### src/rtl/temp_sample_ctrl.sv
// temp_sample_ctrl
//   Sequences the on-chip temperature ADC. A free-running timer issues a
//   conversion request every SAMPLE_DIV cycles over a req/ack handshake.
//   2**AVG_LOG2 accepted samples are averaged into one 12-bit reading.
//   The reading drives an over-temperature alarm with hysteresis. A lower
//   code means a hotter die.
//
//   Ports
//     clk        in   1   system clock
//     rst_n      in   1   asynchronous active-low reset
//     enable     in   1   1 = run sampling; 0 = finish current conversion, then idle
//     adc_req    out  1   conversion request, held until ack or timeout
//     adc_ack    in   1   ADC done; adc_data valid this cycle
//     adc_data   in   12  raw ADC temperature code
//     temp_avg   out  12  last averaged reading (12'hFFF after reset)
//     temp_valid out  1   1-cycle pulse when temp_avg updates
//     alarm      out  1   over-temperature flag
//     adc_err    out  1   1-cycle pulse on handshake timeout
//
//   Build option
//     TEMP_ALARM_LATCH_EN : when defined, the alarm is sticky once set and
//                           clears only on rst_n. Default build: hysteresis.
module temp_sample_ctrl #(
  parameter int unsigned SAMPLE_DIV = 50000,
  parameter int unsigned AVG_LOG2   = 2,
  parameter int unsigned TIMEOUT    = 255,
  parameter int unsigned ALARM_CODE = 3625,
  parameter int unsigned HYST       = 16
) (
  input  logic        clk,
  input  logic        rst_n,
  input  logic        enable,
  output logic        adc_req,
  input  logic        adc_ack,
  input  logic [11:0] adc_data,
  output logic [11:0] temp_avg,
  output logic        temp_valid,
  output logic        alarm,
  output logic        adc_err
);

  localparam int unsigned TW = (SAMPLE_DIV > 1) ? $clog2(SAMPLE_DIV) : 1;
  localparam int unsigned WW = (TIMEOUT > 1) ? $clog2(TIMEOUT + 1) : 1;
  localparam int unsigned AW = 12 + AVG_LOG2;
  localparam int unsigned CW = AVG_LOG2 + 1;

  localparam logic [TW-1:0] LP_TIMER_LAST = TW'(SAMPLE_DIV - 1);
  localparam logic [WW-1:0] LP_WAIT_LAST  = WW'(TIMEOUT - 1);
  localparam logic [CW-1:0] LP_CNT_FULL   = CW'(1 << AVG_LOG2);

  typedef enum logic [1:0] {
    S_IDLE  = 2'd0,
    S_REQ   = 2'd1,
    S_ACCUM = 2'd2,
    S_DONE  = 2'd3
  } state_t;

  state_t        r_state;
  logic [TW-1:0] r_timer;
  logic [WW-1:0] r_wait;
  logic [AW-1:0] r_acc;
  logic [CW-1:0] r_cnt;
  logic [11:0]   r_avg;
  logic          r_valid;
  logic          r_alarm;
  logic          r_err;

  logic          w_tick;
  logic          w_timeout;
  logic [CW-1:0] w_cnt_nxt;
  logic          w_last;
  logic [11:0]   w_avg_new;
  logic          w_alarm_nxt;

  // Sample timer: runs only while enabled, so a re-enable always waits a
  // full period before the next request.
  always_ff @(posedge clk or negedge rst_n) begin
    if (!rst_n) begin
      r_timer <= '0;
    end else if (!enable || (r_timer == LP_TIMER_LAST)) begin
      r_timer <= '0;
    end else begin
      r_timer <= r_timer + TW'(1);
    end
  end

  assign w_tick    = enable && (r_timer == LP_TIMER_LAST);
  assign w_timeout = (r_wait == LP_WAIT_LAST);
  assign w_cnt_nxt = r_cnt + CW'(1);
  assign w_last    = (w_cnt_nxt == LP_CNT_FULL);
  assign w_avg_new = 12'(r_acc >> AVG_LOG2);

  // Alarm decision on the freshly computed average.
  always_comb begin
    w_alarm_nxt = r_alarm;
    if ({20'd0, w_avg_new} <= ALARM_CODE) begin
      w_alarm_nxt = 1'b1;
    end
`ifdef TEMP_ALARM_LATCH_EN
`else
    else if ({20'd0, w_avg_new} >= (ALARM_CODE + HYST)) begin
      w_alarm_nxt = 1'b0;
    end
`endif
  end

  // temp_avg, temp_valid and alarm load on the ACCUM->DONE edge so all
  // three are presented together during the DONE cycle.
  always_ff @(posedge clk or negedge rst_n) begin
    if (!rst_n) begin
      r_state <= S_IDLE;
      r_wait  <= '0;
      r_acc   <= '0;
      r_cnt   <= '0;
      r_avg   <= '1;
      r_valid <= 1'b0;
      r_alarm <= 1'b0;
      r_err   <= 1'b0;
    end else begin
      r_valid <= 1'b0;
      r_err   <= 1'b0;
      case (r_state)
        S_IDLE: begin
          // Ticks seen outside IDLE are simply dropped.
          if (w_tick) begin
            r_wait  <= '0;
            r_state <= S_REQ;
          end
        end
        S_REQ: begin
          // An ack on the timeout cycle still counts as a good sample.
          if (adc_ack) begin
            r_acc   <= r_acc + AW'(adc_data);
            r_state <= S_ACCUM;
          end else if (w_timeout) begin
            r_err   <= 1'b1;
            r_acc   <= '0;
            r_cnt   <= '0;
            r_state <= S_IDLE;
          end else begin
            r_wait <= r_wait + WW'(1);
          end
        end
        S_ACCUM: begin
          r_cnt <= w_cnt_nxt;
          if (w_last) begin
            r_avg   <= w_avg_new;
            r_valid <= 1'b1;
            r_alarm <= w_alarm_nxt;
            r_state <= S_DONE;
          end else begin
            r_state <= S_IDLE;
          end
        end
        S_DONE: begin
          r_acc   <= '0;
          r_cnt   <= '0;
          r_state <= S_IDLE;
        end
        default: r_state <= S_IDLE;
      endcase
    end
  end

  assign adc_req    = (r_state == S_REQ);
  assign temp_avg   = r_avg;
  assign temp_valid = r_valid;
  assign alarm      = r_alarm;
  assign adc_err    = r_err;

endmodule

### config.mk
export PLATFORM = sky130hd
export DESIGN_NAME = temp_sample_ctrl
export DESIGN_NICKNAME = d
export VERILOG_FILES = /design/src/rtl/temp_sample_ctrl.sv
export SDC_FILE = /design/constraint.sdc
export NUM_CORES = 1
export LEC_CHECK = 0
export CAP_MARGIN = 20
export CORE_ASPECT_RATIO = 0.5
export CORE_MARGIN = 5
export CORE_UTILIZATION = 52
export DETAILED_ROUTE_END_ITERATION = 6
export MAX_ROUTING_LAYER = met4
export PLACE_DENSITY_LB_ADDON = 0.15
export SLEW_MARGIN = 5
export SYNTH_ARGS = -nofsm -noshare
export SYNTH_HDL_FRONTEND = slang
export SYNTH_SLANG_ARGS = --single-unit
export TNS_END_PERCENT = 30
### constraint.sdc
create_clock -name clk -period 1.8 [get_ports clk]
set_input_delay 0.18 -clock clk [delete_from_list [all_inputs] [get_ports clk]]
set_output_delay 0.18 -clock clk [all_outputs]
set_load 0.1 [all_outputs]
### Yosys cells after proc, flatten, opt, wreduce, memory -nomap -nowiden

Cells that the tools add are included.

* flip-flop bits (word level): 58
* input port bits: 16
* output and inout bits: 16
* logic and storage cells: 63

* add/subtract/negate cells: 4
* order comparisons: 2
* eq/ne operators: 11
* mux-type cells: 23
* reduce and logical (&&, ||, !) cells: 14

Operator list (number)
* $mux W14: 2
* $pmux W14 S2: 1
* $mux W8: 3
* $add A16 B1 Y16 const B: 1
* $eq A16 B16 Y1 const B: 1
* $mux W16: 1
* $pmux W8 S2: 1
* $add A14 B12 Y14: 1
* $ge A12 B12 Y1 const B: 1
* $le A12 B12 Y1 const B: 1
* $pmux W3 S3: 1
* $add A8 B1 Y8 const B: 1
* $eq A8 B8 Y1 const B: 1
* $mux W2: 4
* $pmux W2 S4: 1
* $mux W1: 7
* $mux W3: 2
* $ne A2 B2 Y1 const B: 3
* $reduce_and A2 Y1: 3
* $reduce_and A3 Y1: 2
* $reduce_bool A2 Y1: 3
* $eq A2 B2 Y1 const B: 2
* $reduce_and A4 Y1: 1
* $add A3 B1 Y3 const B: 1
* 9 further kinds: 9

### Longest topological paths before layout

* depth after elaboration: 4
* gate-level depth with buffers: 9
* gate-level depth less buffers: 8

### Worst setup path after synthesis

OpenSTA, ideal clock, no wires.

* path kind: register -> register
* start: reg r_state[0]
* end: reg r_acc[13]
* setup time: 0.087 ns
* arrival: 1.916 ns
* data required time: 1.713 ns
* path slack: -0.202 ns
* cell stages (with the launch flop): 10
* buffers on the path: 3
* clock period less this slack: 2.002 ns
* cells stage by stage: dfrtp_1 buf_4 nand2b_1 buf_2 inv_1 nand2_1 buf_2 nor3_1 nand4_1 o211ai_1

* word-level cells in the longest chain between the ends: 3
* elaborated cells on any way between the ends: 6
* classes of those cells: eq/ne: 3; mux: 1; reduce/logical: 2

RTL lines
* from (decl): line 58 `state_t r_state;`
* from (signal assigned): line 111 `r_state <= S_IDLE;`
* from (signal assigned): line 127 `r_state <= S_REQ;`
* from (signal assigned): line 134 `r_state <= S_ACCUM;`
* $eq A2 B1 Y1 *
* via adc_req: line 33 `output logic adc_req,`
* $ne A3 B1 Y1 (no source line) / $reduce_bool A2 Y1 (equally long branches)
* $reduce_and A2 Y1 (no source line)
* to (signal assigned): line 133 `r_acc <= r_acc + AW'(adc_data);`
* to (decl): line 61 `logic [AW-1:0] r_acc;`

Mark *: on every way through the listed nets, which the timed path passes. The rest lies on a longest branch.
A chain may end at the register's enable or synchronous reset.

### Final worst setup path

* start: reg r_acc[0]
* end: reg r_acc[6]

* word-level cells in the longest chain between the ends: 3

RTL lines
* $add A14 B12 Y14: line 133
* $mux W14: line 132 `if (adc_ack) begin`
* $pmux W14 S2: line 122 `case (r_state)`

Every way passes these cells.

==> flow_summary_export.csv <==
group,metric,value,unit
routing,wire_per_inst,15.67,µm
clock_tree,cts.path.max_buffers,2,
place,portBuffers,31,
power,leakage,2.033,nW
power,p_per_area,686.7,nW/µm²
place,place_ws,-0.4268,ns
synth,synth-seq-cells,58,
routing,wirelength,8163,µm
clock_tree,clkTransAtPathRegs,0.05,ns
sta,setup_ws,-0.1643,ns
synth,synth_cell_type_count,53,
sta,fmax,509.1,MHz
routing,drc,0,
final_layout,fin_nets,462,
sta,grt_setup_unrepaired,"yes",
outcome,violations,"negative setup slack",
die,die_y,65.84,µm
clock_tree,cts_root_buffer,"clkbuf_16",
power,p_sw,0.6658,mW
place,dp_hpwl,5972,µm
worst_setup_path,cp.arrival,2.18,ns
clock_tree,clk_latency,0.33,ns
final_layout,layout-drive-gt1-share,24.25,%
power,p_int,2.385,mW
worst_setup_path,rrSetupSlack,-0.16,ns
sta,finalHoldViolCount,0,
clock_tree,cts_tree,"built",
sta,setup_tns,-0.6919,ns
synth,syn_area,3243,µm²
final_layout,syn_to_final_growth,37.00,%
routing,antenna_left,0,
worst_setup_path,path_cells,"ha_2 -> inv_2 -> fa_2 -> nor2b_4 -> o31a_1 -> o21a_1 -> or3_1 -> a32o_1",
power,seqPwrFrac,43.2,%
final_layout,fin_util,73.37,%
die,dieWidth,121.7,µm
die,row_count,20,
global_routing,grt_first_pass_wirelength,13930,µm
sta,period_share,109.1,%
global_routing,grt_max_degree,59,
worst_setup_path,cp-end-kind,"flip-flop",
worst_hold_path,hold_path.class,"input pin to async pin",
synth,yosys_most_used_dff,"dfrtp_1",
clock_tree,cts_made_buffers,9,
synth,netlist.area_leader.share,35.49,%
power,swShare,21.82,%
place,dpl_cell_area,4086,µm²
sta,setup_violations,7,
synth,synthTopCellsByArea,"dfrtp_1, dfstp_2, nand2_1, ha_1, o21ai_0",
global_routing,grt_usage,22.99,%
worst_setup_path,crit_slowest_cell,"dfrtp_1",
synth,synth-edff-count,0,
worst_setup_path,crit_path_start_kind,"flip-flop",
clock_tree,h-tree-depth,3,
worst_setup_path,critPathMaxFanout,2,
final_layout,final_cell_mix,"nand2_1, buf_4, dfrtp_1, nor2_1, o21ai_0",
power,p_clk_share,51.7,%
die,core_area,6056,µm²
routing,drt_first_pass_iters,4,
sta,hold_ws,0.3778,ns
routing,vias,2888,
clock_tree,clock_sinks,58,
global_routing,grt_pass1_vias,2942,
sta,max_slew_margin,70.74,%
die,io_pins,32,
sta,period_minus_slack,1.964,ns
final_layout,layout_commonest_cell,"nand2_1",
worst_setup_path,required,2.02,ns
outcome,status,"finished with violations",
synth,synth-seq-area-share,45.22,%
power,power_frac_comb,5.0,%
final_layout,final_cell_area,4443,µm²
synth,yosys.area.top_type,"dfrtp_1",
final_layout,diodes,0,
synth,synth_area_per_cell,9.240,µm²
global_routing,overflow,0,
sta,drv_slew,0,
routing,drtIter0Drc,227,
place,place_congestion,0.9165,
sta,worst_slew_pin_slew,0.4378,ns
synth,synthArstFlopShare,100.0,%
die,start_util,53.55,%
synth,ys_warn_count,0,
sta,finalClockSkew,0.008918,ns
final_layout,fillers,458,
routing,viasPerCell,5.543,
global_routing,antenna_found_initial,0,
synth,syn_inst,351,
flow_run,cap_violations,0,
worst_setup_path,crit_type,"flip-flop to flip-flop",
synth,synth_fp_nets,385,
worst_setup_path,critPathMaxStageDelay,0.38,ns
die,die_area,8012,µm²
power,vdd_drop_max,0.5154,mV
-- critical path: cells and delay by family (launching register included) --
| kind | cells | cell delay [ns] |
|---|---|---|
| AO/OA/AOI/OAI | 3 | 0.65 |
| adder cells (fa/ha/maj) | 2 | 0.41 |
| buffers and inverters | 1 | 0.05 |
| flip-flops | 1 | 0.38 |
| AND/OR/NAND/NOR | 2 | 0.36 |
-- cell type report --
type,count,area [µm²],area share (%)
clock buffer,13,260.3,5.858
multi-input combinational,271,1754,39.48
tap,88,110.1,2.478
timing repair buffer,78,795.8,17.91
inverter,10,41.29,0.9293
clock inverter,3,15.01,0.3379
sequential,58,1466,33.00
-- cell usage after synthesis (all sizes together) (2+ instances only) --
cell type	number
nor3	8
nand4	9
inv	10
clkbuf	2
a32o	2
xor2	10
or3	2
xnor2	8
and2	4
a211oi	3
nand2	65
o211ai	2
o21a	5
o41ai	2
nor2	30
nor2b	2
o21ai	27
dfrtp	46
o2bb2ai	2
and3	10
buf	10
a211o	3
a21oi	13
ha	17
a21o	3
mux2i	2
nand3	14
nor4b	2
dfstp	12
a31oi	3
o31ai	5
nor4bb	2
-- final timing paths --
kind                                          from  depth (start not counted)                  endpoint
max                           r_acc[0]$_DFFE_PN0P_                          8      r_acc[6]$_DFFE_PN0P_
min                                          rst_n                          3     r_wait[2]$_DFFE_PN0P_
max reg2reg                   r_acc[0]$_DFFE_PN0P_                          8      r_acc[6]$_DFFE_PN0P_
min reg2reg                temp_avg[2]$_DFFE_PN1P_                          2   temp_avg[2]$_DFFE_PN1P_
max in group asynchronous                    rst_n                          3  temp_avg[11]$_DFFE_PN1P_
min in group clk           temp_avg[2]$_DFFE_PN1P_                          2   temp_avg[2]$_DFFE_PN1P_
-- per-stage QoR --
step,power [mW],instances
3_5_place_dp,1.487,503
6_report,3.051,521
5_1_grt,3.149,521
2_1_floorplan,1.390,351
3_3_place_gp,1.482,503
4_1_cts,3.052,520
-- power by group through the flow --
stage / sequential, mW / clock, mW / combinational (mW)
floorplan: 1.34 / 0 / 0.0519
global placement: 1.34 / 0 / 0.143
detailed placement: 1.34 / 0 / 0.148
CTS: 1.32 / 1.58 / 0.153
global route: 1.32 / 1.66 / 0.173
finish: 1.32 / 1.58 / 0.154
-- logic make-up (layout without fill, tap and decap cells) --
kind of cell	after synthesis	after routing	synth area share (%)
AND/OR/NAND/NOR	154	154	22.45
AO/OA/AOI/OAI	79	79	16.47
flip-flops	58	58	45.22
buffers and inverters	22	104	3.202
adder cells (fa/ha/maj)	18	18	7.176
XOR/XNOR	18	18	4.861
multiplexers	2	2	0.6173
-- per-layer routing --
metal | wire length (µm) | up-vias | track usage [%]
met3 | 378 | 8 | 6.239
met2 | 3967 | 66 | 37.32
met4 | 97 | 0 | 7.402
li1 | - | 1400 | -
met1 | 3720 | 1414 | 28.42
met5 | 0 | - | -
-- what timing repair did --
| item | CTS | global route |
|---|---|---|
| hold endpoints to repair | 46 | 0 |
| buffers inserted | 0 | 1 |
| gates cloned | 0 | 0 |
| pin swaps | 8 | 5 |
| resized for setup | 6 | 9 |
| hold buffers | 1 | 0 |
| setup endpoints to repair | 8 | 17 |
-- sequential cells by signal, indices dropped and copies added, names as in the netlist --
signal,flops
r_timer,16
r_acc,14
temp_avg,12
r_wait,8
r_cnt,3
r_state,2
adc_err,1
alarm,1
temp_valid,1
Power figures use the tool's default switching activity.
